## config.mk

```make
export PLATFORM = sky130hd
export DESIGN_NAME = rx_symbol_gearbox_flat
export DESIGN_NICKNAME = d
export VERILOG_FILES = /design/src/rtl/rx_symbol_gearbox_if.sv /design/src/rtl/rx_symbol_gearbox.sv /design/src/flat_wrapper.sv
export SDC_FILE = /design/constraint.sdc
export NUM_CORES = 1
export LEC_CHECK = 0
export BUFFER_PORTS_ARGS = -buffer_cell sky130_fd_sc_hd__buf_2
export CAP_MARGIN = 20
export CELL_PAD_IN_SITES_DETAIL_PLACEMENT = 1
export CELL_PAD_IN_SITES_GLOBAL_PLACEMENT = 1
export CORE_UTILIZATION = 45
export DETAILED_ROUTE_END_ITERATION = 8
export PLACE_DENSITY = 0.8
export SLEW_MARGIN = 20
export SYNTH_ARGS = -nofsm -noshare
export SYNTH_HDL_FRONTEND = slang
export SYNTH_SLANG_ARGS = --single-unit
```

## constraint.sdc

```tcl
create_clock -name clk -period 2.9 [get_ports clk]
set_clock_uncertainty 0.1 [all_clocks]
set_input_delay 0.29 -clock clk [delete_from_list [all_inputs] [get_ports clk]]
set_output_delay 0.29 -clock clk [all_outputs]
set_load 0.02 [all_outputs]
```

## src/rtl/rx_symbol_gearbox_if.sv

```systemverilog
// Frame-in / symbol-beat-out bus of the Viterbi receive gearbox.
// The master drives frames in and the sink ready; the slave is the gearbox.
interface rx_symbol_gearbox_if #(
  parameter int FRAME_W      = 16,
  parameter int SYM_PER_BEAT = 2,
  parameter int MAX_N        = 3
);
  logic                          i_frame_valid;
  logic [FRAME_W-1:0]            i_data_frame;
  logic                          i_frame_last;
  logic                          o_frame_ready;
  logic [SYM_PER_BEAT*MAX_N-1:0] o_rx;
  logic                          o_rx_valid;
  logic                          i_rx_ready;
  logic                          o_ood;

  modport master (
    output i_frame_valid, i_data_frame, i_frame_last, i_rx_ready,
    input  o_frame_ready, o_rx, o_rx_valid, o_ood
  );

  modport slave (
    input  i_frame_valid, i_data_frame, i_frame_last, i_rx_ready,
    output o_frame_ready, o_rx, o_rx_valid, o_ood
  );
endinterface

```

## src/rtl/rx_symbol_gearbox.sv

```systemverilog
// Receive-path slicer: packs incoming frames into a left-justified bit buffer
// and emits beats of SYM_PER_BEAT symbols (2 or 3 bits each) to the branch-metric unit.
module rx_symbol_gearbox #(
  parameter int FRAME_W      = 16,
  parameter int SYM_PER_BEAT = 2,
  parameter int MAX_N        = 3
) (
  input  logic               clk,
  input  logic               rst,
  input  logic               en_s,
  input  logic               i_code_rate,
  rx_symbol_gearbox_if.slave bus
);
  localparam int BUF_W = 2 * FRAME_W;
  localparam int OUT_W = SYM_PER_BEAT * MAX_N;
  localparam int CNT_W = $clog2(BUF_W + 1);

  localparam logic [CNT_W-1:0] B2_LEN    = CNT_W'(SYM_PER_BEAT * 2);
  localparam logic [CNT_W-1:0] B3_LEN    = CNT_W'(SYM_PER_BEAT * 3);
  localparam logic [CNT_W-1:0] FRAME_LEN = CNT_W'(FRAME_W);
  localparam logic [CNT_W-1:0] READY_MAX = CNT_W'(BUF_W - FRAME_W);

  typedef enum logic [1:0] {
    ST_IDLE,
    ST_RUN,
    ST_DRAIN,
    ST_DONE
  } state_t;

  state_t             state_q, state_d;
  logic [BUF_W-1:0]   buf_q, buf_d;
  logic [CNT_W-1:0]   fill_q, fill_d;
  logic               rate_q, rate_d;
  logic [OUT_W-1:0]   rx_q, rx_d;
  logic               rx_valid_q, rx_valid_d;
  logic               ood_q, ood_d;
  logic               ready_q, ready_d;

  logic [OUT_W-1:0]   beat_r2;
  logic [OUT_W-1:0]   beat_r3;
  logic [OUT_W-1:0]   beat_bits;
  logic [CNT_W-1:0]   beat_len;
  logic               accept;
  logic               handshake;
  logic               load;
  logic [BUF_W-1:0]   buf_shift;
  logic [CNT_W-1:0]   rem;
  logic [BUF_W-1:0]   frame_ext;

  // The oldest bit sits at buf_q[BUF_W-1]; symbol gj, bit gb is stream bit gj*n+gb.
  for (genvar gi = 0; gi < SYM_PER_BEAT; gi++) begin : g_sym
    for (genvar gb = 0; gb < MAX_N; gb++) begin : g_bit
      if (gb < 2) begin : g_r2_used
        assign beat_r2[gi*MAX_N+gb] = buf_q[BUF_W-1-(gi*2+gb)];
      end else begin : g_r2_pad
        assign beat_r2[gi*MAX_N+gb] = 1'b0;
      end
      if (gb < 3) begin : g_r3_used
        assign beat_r3[gi*MAX_N+gb] = buf_q[BUF_W-1-(gi*3+gb)];
      end else begin : g_r3_pad
        assign beat_r3[gi*MAX_N+gb] = 1'b0;
      end
    end
  end

  assign beat_bits = rate_q ? beat_r3 : beat_r2;
  assign beat_len  = rate_q ? B3_LEN : B2_LEN;

  always_comb begin
    accept     = bus.o_frame_ready & bus.i_frame_valid;
    handshake  = en_s & rx_valid_q & bus.i_rx_ready;
    load       = en_s & (fill_q >= beat_len) & (~rx_valid_q | bus.i_rx_ready);

    buf_shift  = load ? (buf_q << beat_len) : buf_q;
    rem        = load ? (fill_q - beat_len) : fill_q;
    frame_ext  = {bus.i_data_frame, {(BUF_W-FRAME_W){1'b0}}} >> rem;

    buf_d      = accept ? (buf_shift | frame_ext) : buf_shift;
    fill_d     = accept ? (rem + FRAME_LEN) : rem;
    rx_d       = load ? beat_bits : rx_q;
    rx_valid_d = load ? 1'b1 : (handshake ? 1'b0 : rx_valid_q);
    rate_d     = rate_q;
    state_d    = state_q;

    case (state_q)
      ST_IDLE: begin
        if (accept) begin
          rate_d  = i_code_rate;
          state_d = bus.i_frame_last ? ST_DRAIN : ST_RUN;
        end
      end
      ST_RUN: begin
        if (accept && bus.i_frame_last) begin
          state_d = ST_DRAIN;
        end
      end
      ST_DRAIN: begin
        // Leftover bits that cannot form a full beat are dropped here.
        if (en_s && (fill_q < beat_len) && !rx_valid_q) begin
          state_d = ST_DONE;
          buf_d   = '0;
          fill_d  = '0;
        end
      end
      ST_DONE: begin
        state_d = ST_DONE;
      end
      default: begin
        state_d = ST_IDLE;
      end
    endcase

    ood_d   = (state_d == ST_DONE);
    ready_d = ((state_d == ST_IDLE) || (state_d == ST_RUN)) && (fill_d <= READY_MAX);
  end

  always_ff @(posedge clk) begin
    if (rst) begin
      state_q    <= ST_IDLE;
      buf_q      <= '0;
      fill_q     <= '0;
      rate_q     <= 1'b0;
      rx_q       <= '0;
      rx_valid_q <= 1'b0;
      ood_q      <= 1'b0;
      ready_q    <= 1'b0;
    end else begin
      state_q    <= state_d;
      buf_q      <= buf_d;
      fill_q     <= fill_d;
      rate_q     <= rate_d;
      rx_q       <= rx_d;
      rx_valid_q <= rx_valid_d;
      ood_q      <= ood_d;
      ready_q    <= ready_d;
    end
  end

  // Ready comes from registered state only, so there is no path from i_rx_ready.
  assign bus.o_frame_ready = en_s & ready_q;
  assign bus.o_rx          = rx_q;
  assign bus.o_rx_valid    = rx_valid_q;
  assign bus.o_ood         = ood_q;
endmodule

```

## src/flat_wrapper.sv

```systemverilog
// flat-port wrapper written by rule: the top's interface ports become plain ports
module rx_symbol_gearbox_flat 
#(
  parameter int FRAME_W      = 16,
  parameter int SYM_PER_BEAT = 2,
  parameter int MAX_N        = 3
)
  (clk, rst, en_s, i_code_rate, bus_i_frame_valid, bus_i_data_frame, bus_i_frame_last, bus_i_rx_ready, bus_o_frame_ready, bus_o_rx, bus_o_rx_valid, bus_o_ood);
  rx_symbol_gearbox_if #(.FRAME_W(FRAME_W), .SYM_PER_BEAT(SYM_PER_BEAT), .MAX_N(MAX_N)) bus_i ();
  input  logic clk;
  input  logic rst;
  input  logic en_s;
  input  logic i_code_rate;
  input wire logic [$bits(bus_i.i_frame_valid)-1:0] bus_i_frame_valid;
  input wire logic [$bits(bus_i.i_data_frame)-1:0] bus_i_data_frame;
  input wire logic [$bits(bus_i.i_frame_last)-1:0] bus_i_frame_last;
  input wire logic [$bits(bus_i.i_rx_ready)-1:0] bus_i_rx_ready;
  output wire logic [$bits(bus_i.o_frame_ready)-1:0] bus_o_frame_ready;
  output wire logic [$bits(bus_i.o_rx)-1:0] bus_o_rx;
  output wire logic [$bits(bus_i.o_rx_valid)-1:0] bus_o_rx_valid;
  output wire logic [$bits(bus_i.o_ood)-1:0] bus_o_ood;
  assign bus_i.i_frame_valid = bus_i_frame_valid;
  assign bus_i.i_data_frame = bus_i_data_frame;
  assign bus_i.i_frame_last = bus_i_frame_last;
  assign bus_i.i_rx_ready = bus_i_rx_ready;
  assign bus_o_frame_ready = bus_i.o_frame_ready;
  assign bus_o_rx = bus_i.o_rx;
  assign bus_o_rx_valid = bus_i.o_rx_valid;
  assign bus_o_ood = bus_i.o_ood;
  rx_symbol_gearbox #(.FRAME_W(FRAME_W), .SYM_PER_BEAT(SYM_PER_BEAT), .MAX_N(MAX_N)) u_core (.clk(clk), .rst(rst), .en_s(en_s), .i_code_rate(i_code_rate), .bus(bus_i));
endmodule
```

Word level (Yosys, flattened, before mapping)
Index checks and enable logic that the tools add are counted.

word-level totals
  register bits = 50
  bits of input ports = 23
  output and inout bits = 9
  word-level logic and storage cells = 56

cells by class
  add/sub/neg operators = 2
  magnitude comparators = 3
  equality and inequality tests = 5
  shifts and indexed selects = 2
  mux-type cells = 17
  bitwise gates (word level) = 9
  reduce and logical (&&, ||, !) cells = 10

operators with widths
  cell                 number
  $mux 32              4
  $or 32x32->32        1
  $shl 32x6->32        1
  $shr 32x6->32        1
  $mux 6               5
  $mux 2               5
  $pmux 2 s4           1
  $add 6x5->6 const B  1
  $and 1x1->1          6
  $eq 2x2->1 const B   3
  $ge 6x6->1           1
  $le 6x5->1 const B   1
  $lt 6x6->1           1
  $sub 6x6->6          1
  $eq 2x1->1 const B   2
  $logic_and 1x1->1    4
  $logic_not 2->1      2
  $mux 1               2
  $reduce_and 2->1     1
  $reduce_bool 2->1    1
  $logic_not 1->1      1
  $logic_or 1x1->1     1
  $not 1->1            1
  $or 1x1->1           1

Depth between registers and ports, before layout
Gate-level depths: netlist of run 1.

  depth in word-level cells = 11
  depth in mapped cells = 13
  mapped depth without buffers = 11

Worst setup path after synthesis of run 1
OpenSTA, ideal clock, no wires.

  kind = reg-to-reg
  from = reg u_core.fill_q[1]
  to = reg u_core.buf_q[28]
  library setup time = 0.071 ns
  data arrival time = 2.470 ns
  data required time = 2.729 ns
  slack = 0.259 ns
  cell stages (with the launch flop) = 11
  buffers on the path = 0
  period minus slack after synthesis = 2.641 ns
  cells stage by stage = dfxtp_1 -> inv_1 -> ha_1 -> inv_1 -> ha_1 -> or3_1 -> o31a_1 -> a211oi_1 -> nand2_1 -> or4_1 -> a21oi_1

on the way
  longest elaborated chain between the ends = 9
  elaborated cells between the ends (all ways) = 14
  those cells by class = add/sub (1); order compare (2); shift (1); mux (5); bitwise (3); reduce/logical (2)

RTL lines
  what                      RTL line                  source
  from (decl)               rx_symbol_gearbox.sv:32   logic [CNT_W-1:0] fill_q, fill_d;
  from (signal assigned)    rx_symbol_gearbox.sv:130  fill_q <= fill_d;
  $ge 6x6->1                rx_symbol_gearbox.sv:72   load = en_s & (fill_q >= beat_len) & (~rx_valid_q | bus.i_rx_ready);
  $and 1x1->1 (2 in a row)  rx_symbol_gearbox.sv:72
  $mux 6                    rx_symbol_gearbox.sv:75   rem = load ? (fill_q - beat_len) : fill_q;
  $shr 32x6->32             rx_symbol_gearbox.sv:76   frame_ext = {bus.i_data_frame, {(BUF_W-FRAME_W){1'b0}}} >> rem;
  $or 32x32->32             rx_symbol_gearbox.sv:78   buf_d = accept ? (buf_shift | frame_ext) : buf_shift;
  $mux 32                   rx_symbol_gearbox.sv:78
  $mux 32                   rx_symbol_gearbox.sv:99   if (en_s && (fill_q < beat_len) && !rx_valid_q) begin
  $mux 32 *                 rx_symbol_gearbox.sv:85   case (state_q)
  to (signal assigned)      rx_symbol_gearbox.sv:129  buf_q <= buf_d;
  to (decl)                 rx_symbol_gearbox.sv:31   logic [BUF_W-1:0] buf_q, buf_d;

Every way passes the cells marked *; elsewhere a longest branch is shown, timed or not.
A chain may end at the register's enable or synchronous reset.

Worst setup path after layout of run 1
Same ends and word-level chain as after synthesis.

==> flow_summary.rst, run 1 <==
.. list-table::
   :header-rows: 1

   * - Metric
     - Value
   * - H-tree depth reported by CTS
     - 2
   * - Headroom to the max-slew limit
     - 62.42%
   * - Core area
     - 7331 um2
   * - Hold Fails Final Rpt
     - 0
   * - Final instance area
     - 4055 um2
   * - Worst Hold Depth
     - 2
   * - Routed met2 length
     - 5551 um
   * - Number of nets at the end of the flow
     - 478
   * - Register-to-register path setup slack
     - 70 ps
   * - Final weighted congestion in routability-driven placement
     - 0.8643
   * - Placed cell areas
     - 3862 um2
   * - Number of enable flip-flop cells after synthesis
     - 0
   * - Number of DRC markers in iteration 0
     - 224
   * - Final global-route overflow total
     - 0
   * - Post-synth top area cell
     - sky130_fd_sc_hd__dfxtp_1
   * - Most frequent standard cell in the layout excluding fill and tap cells
     - sky130_fd_sc_hd__mux2i_1
   * - Status
     - completed
   * - Leak Pwr
     - 1.440 nW
   * - Relative area change from synthesis to final layout
     - 16.96%
   * - Flops & latches, synth
     - 50
   * - Chip Width
     - 89.78 um
   * - Final routed wire length divided by cell count
     - 20.54 um
   * - Drt drc
     - 0
   * - Class of the tightest hold or removal check
     - primary input to flop
   * - Setup repair after global routing missed its margin
     - yes
   * - Port-buffer cells
     - 31
   * - Worst VDD drop
     - 1.130 mV
   * - Largest cells by area after synthesis
     - sky130_fd_sc_hd__dfxtp_1 29%, sky130_fd_sc_hd__mux2i_1 16%, sky130_fd_sc_hd__a21oi_1 6.1%, sky130_fd_sc_hd__nor2_1 5.1%, sky130_fd_sc_hd__mux4_2 4.5%
   * - Routed Wire Length
     - 11,360 um
   * - Number of setup violations in the final report
     - 0
   * - Biggest fanout along the worst timing path
     - 3
   * - Length of the first detailed-routing pass in iterations
     - 4
   * - Yosys warnings
     - 0
   * - Post-route fraction of the period consumed by the critical path
     - 97.63%
   * - Reg2Reg Depth
     - 10
   * - Min Clock Period, post-route
     - 2831 ps
   * - Overall die area
     - 8060 um2
   * - Syn avg cell area
     - 8.334 um2
   * - Root cell of the clock tree
     - sky130_fd_sc_hd__clkbuf_8
   * - Fmax achieved
     - 353.2 MHz
   * - Largest net degree at the start of global routing
     - 60
   * - Startpoint type of the worst setup path
     - flop
   * - Unique cell type count in the Yosys netlist
     - 57
   * - Total GRT Usage
     - 27.93%
   * - Vias per inst
     - 6.311
   * - Arrival time of data at the critical path endpoint
     - 2980 ps
   * - Total routed wire length on the met1 layer
     - 5070 um
   * - Via count of the first global-routing pass
     - 3,436
   * - Wire length of the first global-routing pass
     - 17,890 um
   * - Netlist area before placement
     - 3467 um2
   * - Syn Nets
     - 441
   * - Seq/Total Area, Yosys
     - 28.87%
   * - Overall via count from detail_route
     - 3,490
   * - Number of buffers created by CTS
     - 5
   * - Clock Pin Slew Worst Setup and Hold Paths
     - 100 ps
   * - Top Metal Used
     - met4
   * - Hold slack
     - 92.12 ps
   * - Top library cells by usage in the layout, fill and taps aside
     - 52 x sky130_fd_sc_hd__mux2i_1, 49 x sky130_fd_sc_hd__dfxtp_1, 45 x sky130_fd_sc_hd__nor2_1
   * - Crit Path Class
     - flop to flop
   * - Max-cap violations
     - 0
   * - Num ports
     - 32
   * - Slew of the pin with the lowest slew margin
     - 562.0 ps
   * - Std-Cell Rows
     - 31
   * - Routed wl met3
     - 531 um
   * - Share of cells above drive strength 1
     - 25.99%
   * - Critical Path Sink Type
     - flop
   * - Post-Syn Instances
     - 416
   * - Clk Latency, worst-skew pair
     - 310 ps
   * - Antenna diodes
     - 0
   * - Top FF cell, synth
     - sky130_fd_sc_hd__dfxtp_1
   * - Initial antenna violation count
     - 0
   * - Number of max-slew violations in the final report
     - 0
   * - Longest Clk Path Bufs
     - 2
   * - Power density normalized to cell area
     - 1015 nW/um2
   * - Remaining antenna violation count after routing
     - 0
   * - Effective utilization at floorplan
     - 47.29%
   * - Area share of the leading cell type in the synthesized netlist
     - 28.87%
   * - Clock tree from TritonCTS
     - done
   * - Half-perimeter wire length of the detailed placement result
     - 8503 um
   * - Y dimension of the die
     - 89.78 um
   * - Worst endpoint required time
     - 3050 ps
   * - CTS sink cnt
     - 50
   * - Fraction of registers with async set/reset
     - 0%
   * - Core Util, Final
     - 55.32%
[cells by family (layout without fill, tap and decap cells)]
logic type / after synthesis / in the layout / share of synthesized area (%)
DFF: 50 / 50 / 28.87
buffers and inverters: 42 / 80 / 5.305
and+or+nand+nor: 131 / 131 / 17.76
adders and majority gates: 2 / 2 / 0.7216
muxes: 69 / 69 / 22.70
AOI/OAI and AO/OA: 122 / 122 / 24.65
[synth_stat cells, types with 3 or more instances]
library cell,number
sky130_fd_sc_hd__or3_1,4
sky130_fd_sc_hd__o32ai_1,4
sky130_fd_sc_hd__a211oi_1,6
sky130_fd_sc_hd__nor4_1,3
sky130_fd_sc_hd__nor2_1,47
sky130_fd_sc_hd__o31ai_1,5
sky130_fd_sc_hd__nand2b_1,5
sky130_fd_sc_hd__buf_1,3
sky130_fd_sc_hd__inv_1,8
sky130_fd_sc_hd__nor3_1,12
sky130_fd_sc_hd__a22oi_1,5
sky130_fd_sc_hd__mux4_2,7
sky130_fd_sc_hd__mux2i_1,55
sky130_fd_sc_hd__nor2b_1,4
sky130_fd_sc_hd__nor3b_1,4
sky130_fd_sc_hd__a21o_1,4
sky130_fd_sc_hd__nand2_1,30
sky130_fd_sc_hd__dfxtp_1,50
sky130_fd_sc_hd__o2bb2ai_1,4
sky130_fd_sc_hd__clkbuf_1,22
sky130_fd_sc_hd__o22ai_1,5
sky130_fd_sc_hd__mux2_2,7
sky130_fd_sc_hd__a21oi_1,42
sky130_fd_sc_hd__a22o_1,7
sky130_fd_sc_hd__and3_1,3
sky130_fd_sc_hd__a221oi_1,5
sky130_fd_sc_hd__nand3_1,12
sky130_fd_sc_hd__buf_2,6
sky130_fd_sc_hd__a31oi_1,3
sky130_fd_sc_hd__o21ai_0,9
[cell type report]
class	count	area, um2
fillers	897	3276
multi-input cells	324	2381
flip-flops and latches	50	1002
repair buffers	63	424.2
well taps	99	123.9
clock buffers	5	68.82
inverters	9	33.78
clock inverters	3	21.27
[sequential cells by signal (all words and copies together) (netlist names)]
register and count:
u_core.bus.o_rx_valid 1, u_core.state_q 2, u_core.ready_q 1, u_core.fill_q 6
u_core.bus.o_ood 1, u_core.bus.o_rx 6, u_core.buf_q 32, u_core.rate_q 1
[stage by stage]
stage	instances	worst slack (ps)	setup TNS (ps)	total power [mW]
floorplan	416	259.1	0	2.688
global placement	544	76.68	0	3.420
detailed placement	544	-15.61	-24.17	3.498
CTS	552	2.327	0	3.938
global route	553	-34.17	-68.44	4.358
finish	553	68.68	0	4.118
[layer usage]
metal	GRT usage [%]	vias up
met3	3.553	18
met4	9.699	0
met2	46.03	110
met5	0	-
li1	-	1639
met1	37.60	1723
[where the power goes]
| group | switching (mW) | total, mW | internal (mW) |
|---|---|---|---|
| sequential | 0.114 | 0.928 | 0.814 |
| clock | 0.256 | 0.426 | 0.170 |
| combinational | 1.70 | 2.76 | 1.06 |
[worst max-delay path, stage by stage, from the launching register on]
cell and delay (ps):
sky130_fd_sc_hd__dfxtp_1 350, sky130_fd_sc_hd__inv_1 80, sky130_fd_sc_hd__ha_2 190, sky130_fd_sc_hd__inv_1 60, sky130_fd_sc_hd__ha_1 190, sky130_fd_sc_hd__or3_1 350
sky130_fd_sc_hd__o31a_1 290, sky130_fd_sc_hd__a211oi_2 230, sky130_fd_sc_hd__nand2_2 140, sky130_fd_sc_hd__or4_1 610, sky130_fd_sc_hd__a21oi_1 160
[repair_timing]
action | CTS | global route
resized for setup | 2 | 23
setup buffers | 0 | 1
gates cloned | 0 | 0
endpoints found under the hold margin | 0 | 0
pin swaps | 0 | 2
hold buffers | 0 | 0
endpoints found under the setup margin | 7 | 27
[worst paths after layout]
kind	start	endpoint
worst max-delay path	u_core.fill_q[1]$_SDFF_PP0_	u_core.buf_q[28]$_SDFF_PP0_
worst min-delay path	bus_i_frame_last	u_core.state_q[0]$_SDFF_PP0_
worst min register to register	u_core.bus.o_rx[5]$_SDFFE_PP0N_	u_core.bus.o_rx[5]$_SDFFE_PP0N_
worst max register to register	u_core.fill_q[1]$_SDFF_PP0_	u_core.buf_q[28]$_SDFF_PP0_
Note: power is estimated with default switching activity, not from simulation.
==> inputs of run 2 (changes only) <==
--- a/config.mk
+++ b/config.mk
@@ -7,11 +7,9 @@
 export LEC_CHECK = 0
 export BUFFER_PORTS_ARGS = -buffer_cell sky130_fd_sc_hd__buf_2
 export CAP_MARGIN = 20
-export CELL_PAD_IN_SITES_DETAIL_PLACEMENT = 1
-export CELL_PAD_IN_SITES_GLOBAL_PLACEMENT = 1
-export CORE_UTILIZATION = 45
+export CORE_UTILIZATION = 50
 export DETAILED_ROUTE_END_ITERATION = 8
-export PLACE_DENSITY = 0.8
+export PLACE_DENSITY = 0.69
 export SLEW_MARGIN = 20
 export SYNTH_ARGS = -nofsm -noshare
 export SYNTH_HDL_FRONTEND = slang
==> run 2 against run 1 <==
Flip-flop and latch count stayed put. Critical path type unchanged. Non-clock buffer count decreased by 2. Global-route usage fell by 0.81 points. Die area is 9.8% lower. Wire length shrank 17%. Worst setup slack improved by 47 ps. Final area is 1.8% lower. First-iteration DRC count up 6.3%. Sequential power down 1%.
==> flow_summary.rst, run 2 (synthesis gave the netlist of run 1 again) <==
.. list-table::
   :header-rows: 1

   * - Metric
     - Value
   * - Status
     - completed
   * - Resized cells post-CTS
     - 0 (-2)
   * - H-tree depth reported by CTS
     - 2 (unchanged)
   * - Chip Width
     - 85.27 um (-5.0%)
   * - Most frequent standard cell in the layout excluding fill and tap cells
     - sky130_fd_sc_hd__mux2i_1
   * - Final global-route overflow total
     - 0 (unchanged)
   * - Root cell of the clock tree
     - sky130_fd_sc_hd__clkbuf_8
   * - Y dimension of the die
     - 85.27 um (-5.0%)
   * - Number of nets at the end of the flow
     - 476 (-0.42%)
   * - Total GRT Usage
     - 27.12% (-0.81 points)
   * - GR met1 Demand/Resource
     - 39.49% (+1.9 points)
   * - Flip-flop count of the largest register, all copies and words added
     - 32 (unchanged)
   * - Overall die area
     - 7271 um2 (-9.8%)
   * - Largest Register
     - u_core.buf_q
   * - Slowest library cell on the worst path
     - sky130_fd_sc_hd__or4_1
   * - Leak Pwr
     - 1.437 nW (-0.22%)
   * - Arrival time of data at the critical path endpoint
     - 2900 ps (-80 ps)
   * - Vias per inst
     - 6.312 (about the same)
   * - Remaining antenna violation count after routing
     - 0 (unchanged)
   * - Routed Wire Length
     - 9455 um (-17%)
   * - Max-cap violations
     - 0 (unchanged)
   * - Num ports
     - 32 (unchanged)
   * - Final weighted congestion in routability-driven placement
     - 0.9552 (+11%)
   * - Initial antenna violation count
     - 0 (unchanged)
   * - Setup TNS after final layout
     - 0 ps (unchanged)
   * - Cells traversed along the worst timing path
     - inv_1 -> ha_1 -> and4bb_2 -> nor3_1 -> o21ai_2 -> buf_4 -> or4_1 -> a311oi_1
   * - Overall via count from detail_route
     - 3,339 (-4.3%)
   * - Power density normalized to cell area
     - 992.5 nW/um2 (-2.3%)
   * - Class of the tightest hold or removal check
     - primary input to flop
   * - Met2 track demand over resource in global routing
     - 42.67% (-3.4 points)
   * - Worst stage delay on the critical path
     - 500 ps (-110 ps)
   * - Fmax achieved
     - 359.1 MHz (+1.7%)
   * - CP Buf/Inv Count
     - 2 (unchanged)
   * - Effective utilization at floorplan
     - 53.08% (+5.8 points)
   * - Min Clock Period, post-route
     - 2785 ps (-46.75 ps)
   * - Largest delay contributor family on the critical path
     - simple AND/OR/NAND/NOR gates
   * - Startpoint type of the worst setup path
     - flop
   * - Headroom to the max-slew limit
     - 56.31% (-6.1 points)
   * - Longest Clk Path Bufs
     - 2 (unchanged)
   * - Worst endpoint required time
     - 3020 ps (-30 ps)
   * - Count of hold-fix buffers inserted at cts
     - 0 (unchanged)
   * - Relative area change from synthesis to final layout
     - 14.83%
   * - Largest net degree at the start of global routing
     - 60 (unchanged)
   * - Clock tree from TritonCTS
     - done
   * - Core area
     - 6531 um2 (-11%)
   * - Post-CTS Setup Bufs
     - 0 (unchanged)
   * - Top library cells by usage in the layout, fill and taps aside
     - 54 x sky130_fd_sc_hd__mux2i_1, 49 x sky130_fd_sc_hd__dfxtp_1, 46 x sky130_fd_sc_hd__nor2_1
   * - Via count of the first global-routing pass
     - 3,083 (-10%)
   * - Share of cells above drive strength 1
     - 22.79% (-3.2 points)
   * - Number of buffers created by CTS
     - 5 (unchanged)
   * - Slew of the pin with the lowest slew margin
     - 649.3 ps (+87.33 ps)
   * - Clk Latency, worst-skew pair
     - 310 ps (about the same)
   * - Drt drc
     - 0 (unchanged)
   * - Number of max-slew violations in the final report
     - 0 (unchanged)
   * - Critical Path Sink Type
     - flop
   * - Post-route fraction of the period consumed by the critical path
     - 96.02% (-1.6 points)
   * - GRT met3 Usage
     - 3.307% (-0.25 points)
   * - Number of setup violations in the final report
     - 0 (unchanged)
   * - CTS sink cnt
     - 50 (unchanged)
   * - Half-perimeter wire length of the detailed placement result
     - 7044 um (-17%)
   * - Worst VDD drop
     - 0.9288 mV (-18%)
   * - Clock Pin Slew Worst Setup and Hold Paths
     - 100 ps (about the same)
   * - Length of the first detailed-routing pass in iterations
     - 5 (+1)
   * - Number of DRC markers in iteration 0
     - 238 (+6.3%)
   * - Hold Fails Final Rpt
     - 0 (unchanged)
   * - Routing layer with the top usage in global route
     - met2
   * - Antenna diodes
     - 0 (unchanged)
   * - Wire length of the first global-routing pass
     - 15,660 um (-12%)
   * - Crit Path Class
     - flop to flop
   * - Std-Cell Rows
     - 29 (-6.5%)
   * - Overall power consumption
     - 3.952 mW (-4.0%)
   * - Final routed wire length divided by cell count
     - 17.87 um (-13%)
   * - Port-buffer cells
     - 31 (unchanged)
   * - Biggest fanout along the worst timing path
     - 13 (+10)
[run 2: changes by cell type in the layout (fill, tap and decap cells not counted), moves of 2 or more]
cell / previous run / this run
sky130_fd_sc_hd__a21o_1: 2 / 4
sky130_fd_sc_hd__mux2i_1: 52 / 54
sky130_fd_sc_hd__mux2i_2: 3 / 1
sky130_fd_sc_hd__nand2_1: 27 / 29
sky130_fd_sc_hd__nand2_2: 3 / 1
sky130_fd_sc_hd__nor3_1: 9 / 11
sky130_fd_sc_hd__nor3_2: 3 / 1
[run 2: stage by stage]
step	instances	cell area, um2	utilization, %	hold slack, ps	setup WS [ps]
finish	529	3981	60.96	98.04	115.4
global placement	521	3827	58.60	336.1	99.27
detailed placement	521	3827	58.60	340.2	83.76
floorplan	416	3467	-	266.1	259.1
global route	529	3981	60.96	93.87	-7.341
CTS	529	3938	60.29	97.45	52.76
[run 2: final cells by class]
cell class | count | area, um2
fill | 599 | 2550
multi-input combinational | 324 | 2333
sequential | 50 | 1002
timing repair buffer | 61 | 405.4
tap | 77 | 96.34
clock buffer | 6 | 72.57
clock inverter | 2 | 37.54
inverter | 9 | 33.78
[run 2: layer usage]
layer  routed length (um)  up-vias
met1                 4502     1567
li1                     -     1637
met2                 4250      119
met5                    0        -
met4                  150        0
met3                  552       16
[run 2: path summary, 6_finish.rpt]
path	startpoint	end	slack (ps)	cells past startpoint
max	u_core.fill_q[1]$_SDFF_PP0_	u_core.buf_q[12]$_SDFF_PP0_	120	8
min	bus_i_frame_last	u_core.state_q[0]$_SDFF_PP0_	100	2
max reg2reg	u_core.fill_q[1]$_SDFF_PP0_	u_core.buf_q[12]$_SDFF_PP0_	120	8
min reg2reg	u_core.bus.o_rx[2]$_SDFFE_PP0N_	u_core.bus.o_rx[2]$_SDFFE_PP0N_	350	2
[run 2: power breakdown]
group	switching (mW)	internal, mW
Combinational	1.56	0.970
Sequential	0.102	0.814
Clock	0.249	0.258
==> inputs of run 3 (changes only) <==
--- a/config.mk
+++ b/config.mk
@@ -9,6 +9,7 @@
 export CAP_MARGIN = 20
 export CORE_UTILIZATION = 50
 export DETAILED_ROUTE_END_ITERATION = 8
+export GPL_TIMING_DRIVEN = 0
 export PLACE_DENSITY = 0.69
 export SLEW_MARGIN = 20
 export SYNTH_ARGS = -nofsm -noshare
==> run 3 against run 2 <==
Clock power is 1% higher. Die area is the same. Clock-buffer cell count fell by 1. Fmax shrank 2.5%. Critical endpoint is now u_core.buf_q[0]$_SDFF_PP0_.
==> flow_summary.rst, run 3 (synthesis gave the netlist of run 1 again) <==
.. list-table::
   :header-rows: 1

   * - Metric
     - Value
   * - Status
     - completed
   * - Placed cell areas
     - 3714 um2 (-3.0%)
   * - Cells traversed along the worst timing path
     - or3_1 -> buf_2 -> a211o_1 -> a21o_1 -> buf_6 -> buf_8 -> mux2i_1 -> mux2i_1 -> mux2i_1 -> a32o_1
   * - H-tree depth reported by CTS
     - 2 (unchanged)
   * - CTS sink cnt
     - 50 (unchanged)
   * - Clock Pin Slew Worst Setup and Hold Paths
     - 100 ps (about the same)
   * - Worst endpoint required time
     - 3000 ps (-20 ps)
   * - Initial antenna violation count
     - 0 (unchanged)
   * - Final weighted congestion in routability-driven placement
     - 0.9364 (-2.0%)
   * - Num ports
     - 32 (unchanged)
   * - Reg2Reg Depth
     - 10 (+2)
   * - Final global-route overflow total
     - 0 (unchanged)
   * - Fmax achieved
     - 350.2 MHz (-2.5%)
   * - Vias per inst
     - 6.505 (+3.1%)
   * - Final instance area
     - 3996 um2 (+0.38%)
   * - Reg2reg end
     - u_core.buf_q[0]$_SDFF_PP0_
   * - Largest delay contributor family on the critical path
     - multiplexers
   * - Number of buffers created by CTS
     - 5 (unchanged)
   * - Worst Hold Endpoint
     - u_core.state_q[0]$_SDFF_PP0_
   * - Via count of the first global-routing pass
     - 3,170 (+2.8%)
   * - Count of hold-fix buffers inserted at cts
     - 0 (unchanged)
   * - Slowest library cell on the worst path
     - sky130_fd_sc_hd__dfxtp_2
   * - Worst min-delay path startpoint
     - bus_i_frame_last
   * - Relative area change from synthesis to final layout
     - 15.27%
   * - Startpoint type of the worst setup path
     - flop
   * - Core area
     - 6531 um2 (unchanged)
   * - Top library cells by usage in the layout, fill and taps aside
     - 54 x sky130_fd_sc_hd__mux2i_1, 48 x sky130_fd_sc_hd__dfxtp_1, 45 x sky130_fd_sc_hd__nor2_1
   * - Class of the tightest hold or removal check
     - primary input to flop
   * - RR Startpoint
     - u_core.fill_q[3]$_SDFF_PP0_
   * - Overall die area
     - 7271 um2 (unchanged)
   * - Arrival time of data at the critical path endpoint
     - 2960 ps (+60 ps)
   * - Worst stage delay on the critical path
     - 370 ps (-130 ps)
   * - Multi-input gate area
     - 2391 um2 (+2.5%)
   * - Clock tree from TritonCTS
     - done
   * - Drt drc
     - 0 (unchanged)
   * - Y dimension of the die
     - 85.27 um (unchanged)
   * - Fillers
     - 610 (+1.8%)
   * - Most frequent standard cell in the layout excluding fill and tap cells
     - sky130_fd_sc_hd__mux2i_1
   * - Leak Pwr
     - 1.405 nW (-2.2%)
   * - Headroom to the max-slew limit
     - 52.62% (-3.7 points)
   * - Final routed wire length divided by cell count
     - 18.87 um (+5.6%)
   * - Power density normalized to cell area
     - 1025 nW/um2 (+3.2%)
   * - Crit Path Class
     - flop to flop
   * - Biggest fanout along the worst timing path
     - 10 (-3)
   * - Overall via count from detail_route
     - 3,480 (+4.2%)
   * - Critical Path Sink Type
     - flop
   * - Total GRT Usage
     - 28.57% (+1.5 points)
   * - Number of max-slew violations in the final report
     - 0 (unchanged)
   * - Effective utilization at floorplan
     - 53.08% (unchanged)
   * - Worst Hold Depth
     - 2 (unchanged)
   * - Root cell of the clock tree
     - sky130_fd_sc_hd__clkbuf_8
   * - Clk Latency, worst-skew pair
     - 310 ps (about the same)
   * - Cell with the most instances on the worst path
     - sky130_fd_sc_hd__mux2i_1
   * - Number of nets at the end of the flow
     - 482 (+1.3%)
   * - Worst VDD drop
     - 0.7067 mV (-24%)
   * - Post-route fraction of the period consumed by the critical path
     - 98.46% (+2.4 points)
   * - Longest Clk Path Bufs
     - 2 (unchanged)
   * - Max-cap violations
     - 0 (unchanged)
   * - Routed Wire Length
     - 10,100 um (+6.8%)
   * - Area taken by flip-flops and latches
     - 1003 um2 (+0.12%)
   * - Length of the first detailed-routing pass in iterations
     - 5 (unchanged)
   * - Half-perimeter wire length of the detailed placement result
     - 7738 um (+9.8%)
   * - Number of setup violations in the final report
     - 0 (unchanged)
   * - Largest net degree at the start of global routing
     - 17 (-72%)
   * - Register-to-register path setup slack
     - 40 ps (-70 ps)
   * - Wire length of the first global-routing pass
     - 16,430 um (+4.9%)
   * - Hold Fails Final Rpt
     - 0 (unchanged)
   * - Setup repair after global routing missed its margin
     - yes
   * - Setup TNS after final layout
     - 0 ps (unchanged)
   * - Number of DRC markers in iteration 0
     - 255 (+7.1%)
   * - Chip Width
     - 85.27 um (unchanged)
   * - CP Buf/Inv Count
     - 3 (+1)
   * - Min Clock Period, post-route
     - 2855 ps (+70.80 ps)
   * - Remaining antenna violation count after routing
     - 0 (unchanged)
   * - Port-buffer cells
     - 30 (-3.2%)
   * - Slew of the pin with the lowest slew margin
     - 710.6 ps (+61.33 ps)
   * - Std-Cell Rows
     - 29 (unchanged)
   * - Share of cells above drive strength 1
     - 22.93% (+0.14 points)
   * - Flip-flop count of the largest register, all copies and words added
     - 32 (unchanged)
   * - Overall power consumption
     - 4.095 mW (+3.6%)
   * - Antenna diodes
     - 0 (unchanged)
   * - Largest Register
     - u_core.buf_q
run 3: cell count changes in the layout (fill, tap and decap cells not counted), sizes merged:
cell and change:
buf -15, clkbuf +20, clkinv +1, clkinvlp -1
inv +1
run 3: worst max-delay path by stage:
stage          depth (start not counted)                     endpoint  slack (ps)                        start
2_1_floorplan                         10  u_core.buf_q[28]$_SDFF_PP0_         260  u_core.fill_q[1]$_SDFF_PP0_
3_3_place_gp                           9  u_core.buf_q[28]$_SDFF_PP0_        -140   u_core.rate_q$_SDFFE_PP0P_
3_5_place_dp                           8  u_core.buf_q[19]$_SDFF_PP0_        -210  u_core.fill_q[3]$_SDFF_PP0_
4_1_cts                                9  u_core.buf_q[28]$_SDFF_PP0_          10   u_core.rate_q$_SDFFE_PP0P_
5_1_grt                               10  u_core.buf_q[28]$_SDFF_PP0_         -60  u_core.fill_q[1]$_SDFF_PP0_
6_report                              10   u_core.buf_q[0]$_SDFF_PP0_          40  u_core.fill_q[3]$_SDFF_PP0_
run 3: per-layer routing:
layer | global-route usage [%] | share of wire (%) | vias up
li1 | - | - | 1648
met1 | 39.54 | 46 | 1664
met2 | 47.43 | 47 | 148
met3 | 2.821 | 5.6 | 20
met4 | 8.333 | 2.2 | 0
met5 | 0 | 0 | -
run 3: through the flow:
step | setup WS (ps) | cells | hold WS, ps | utilization, %
6_report | 44.63 | 535 | 73.23 | 61.19
5_1_grt | -59.89 | 535 | 79.98 | 61.19
4_1_cts | 10.68 | 532 | 72.81 | 59.20
3_5_place_dp | -207.9 | 523 | 348.4 | 56.86
3_3_place_gp | -144.0 | 523 | 336.4 | 56.86
2_1_floorplan | 259.1 | 416 | 266.1 | -
run 3: cell type report:
class	instances	share of cell area, %
multi-input combinational	324	59.83
sequential	50	25.11
timing repair buffer	35	4.696
buffer	32	4.289
tap	77	2.411
clock buffer	5	1.722
clock inverter	3	1.096
inverter	9	0.8453
run 3: power breakdown:
part / total (mW) / switching, mW / internal (mW)
registers: 0.933 / 0.117 / 0.816
clock network: 0.514 / 0.255 / 0.259
logic: 2.65 / 1.67 / 0.978
run 3: what timing repair did:
action                     4_1_cts  5_1_grt
resized for setup               14       33
setup buffers                    1        4
setup endpoints to repair       34       35
pin swaps                        1        4
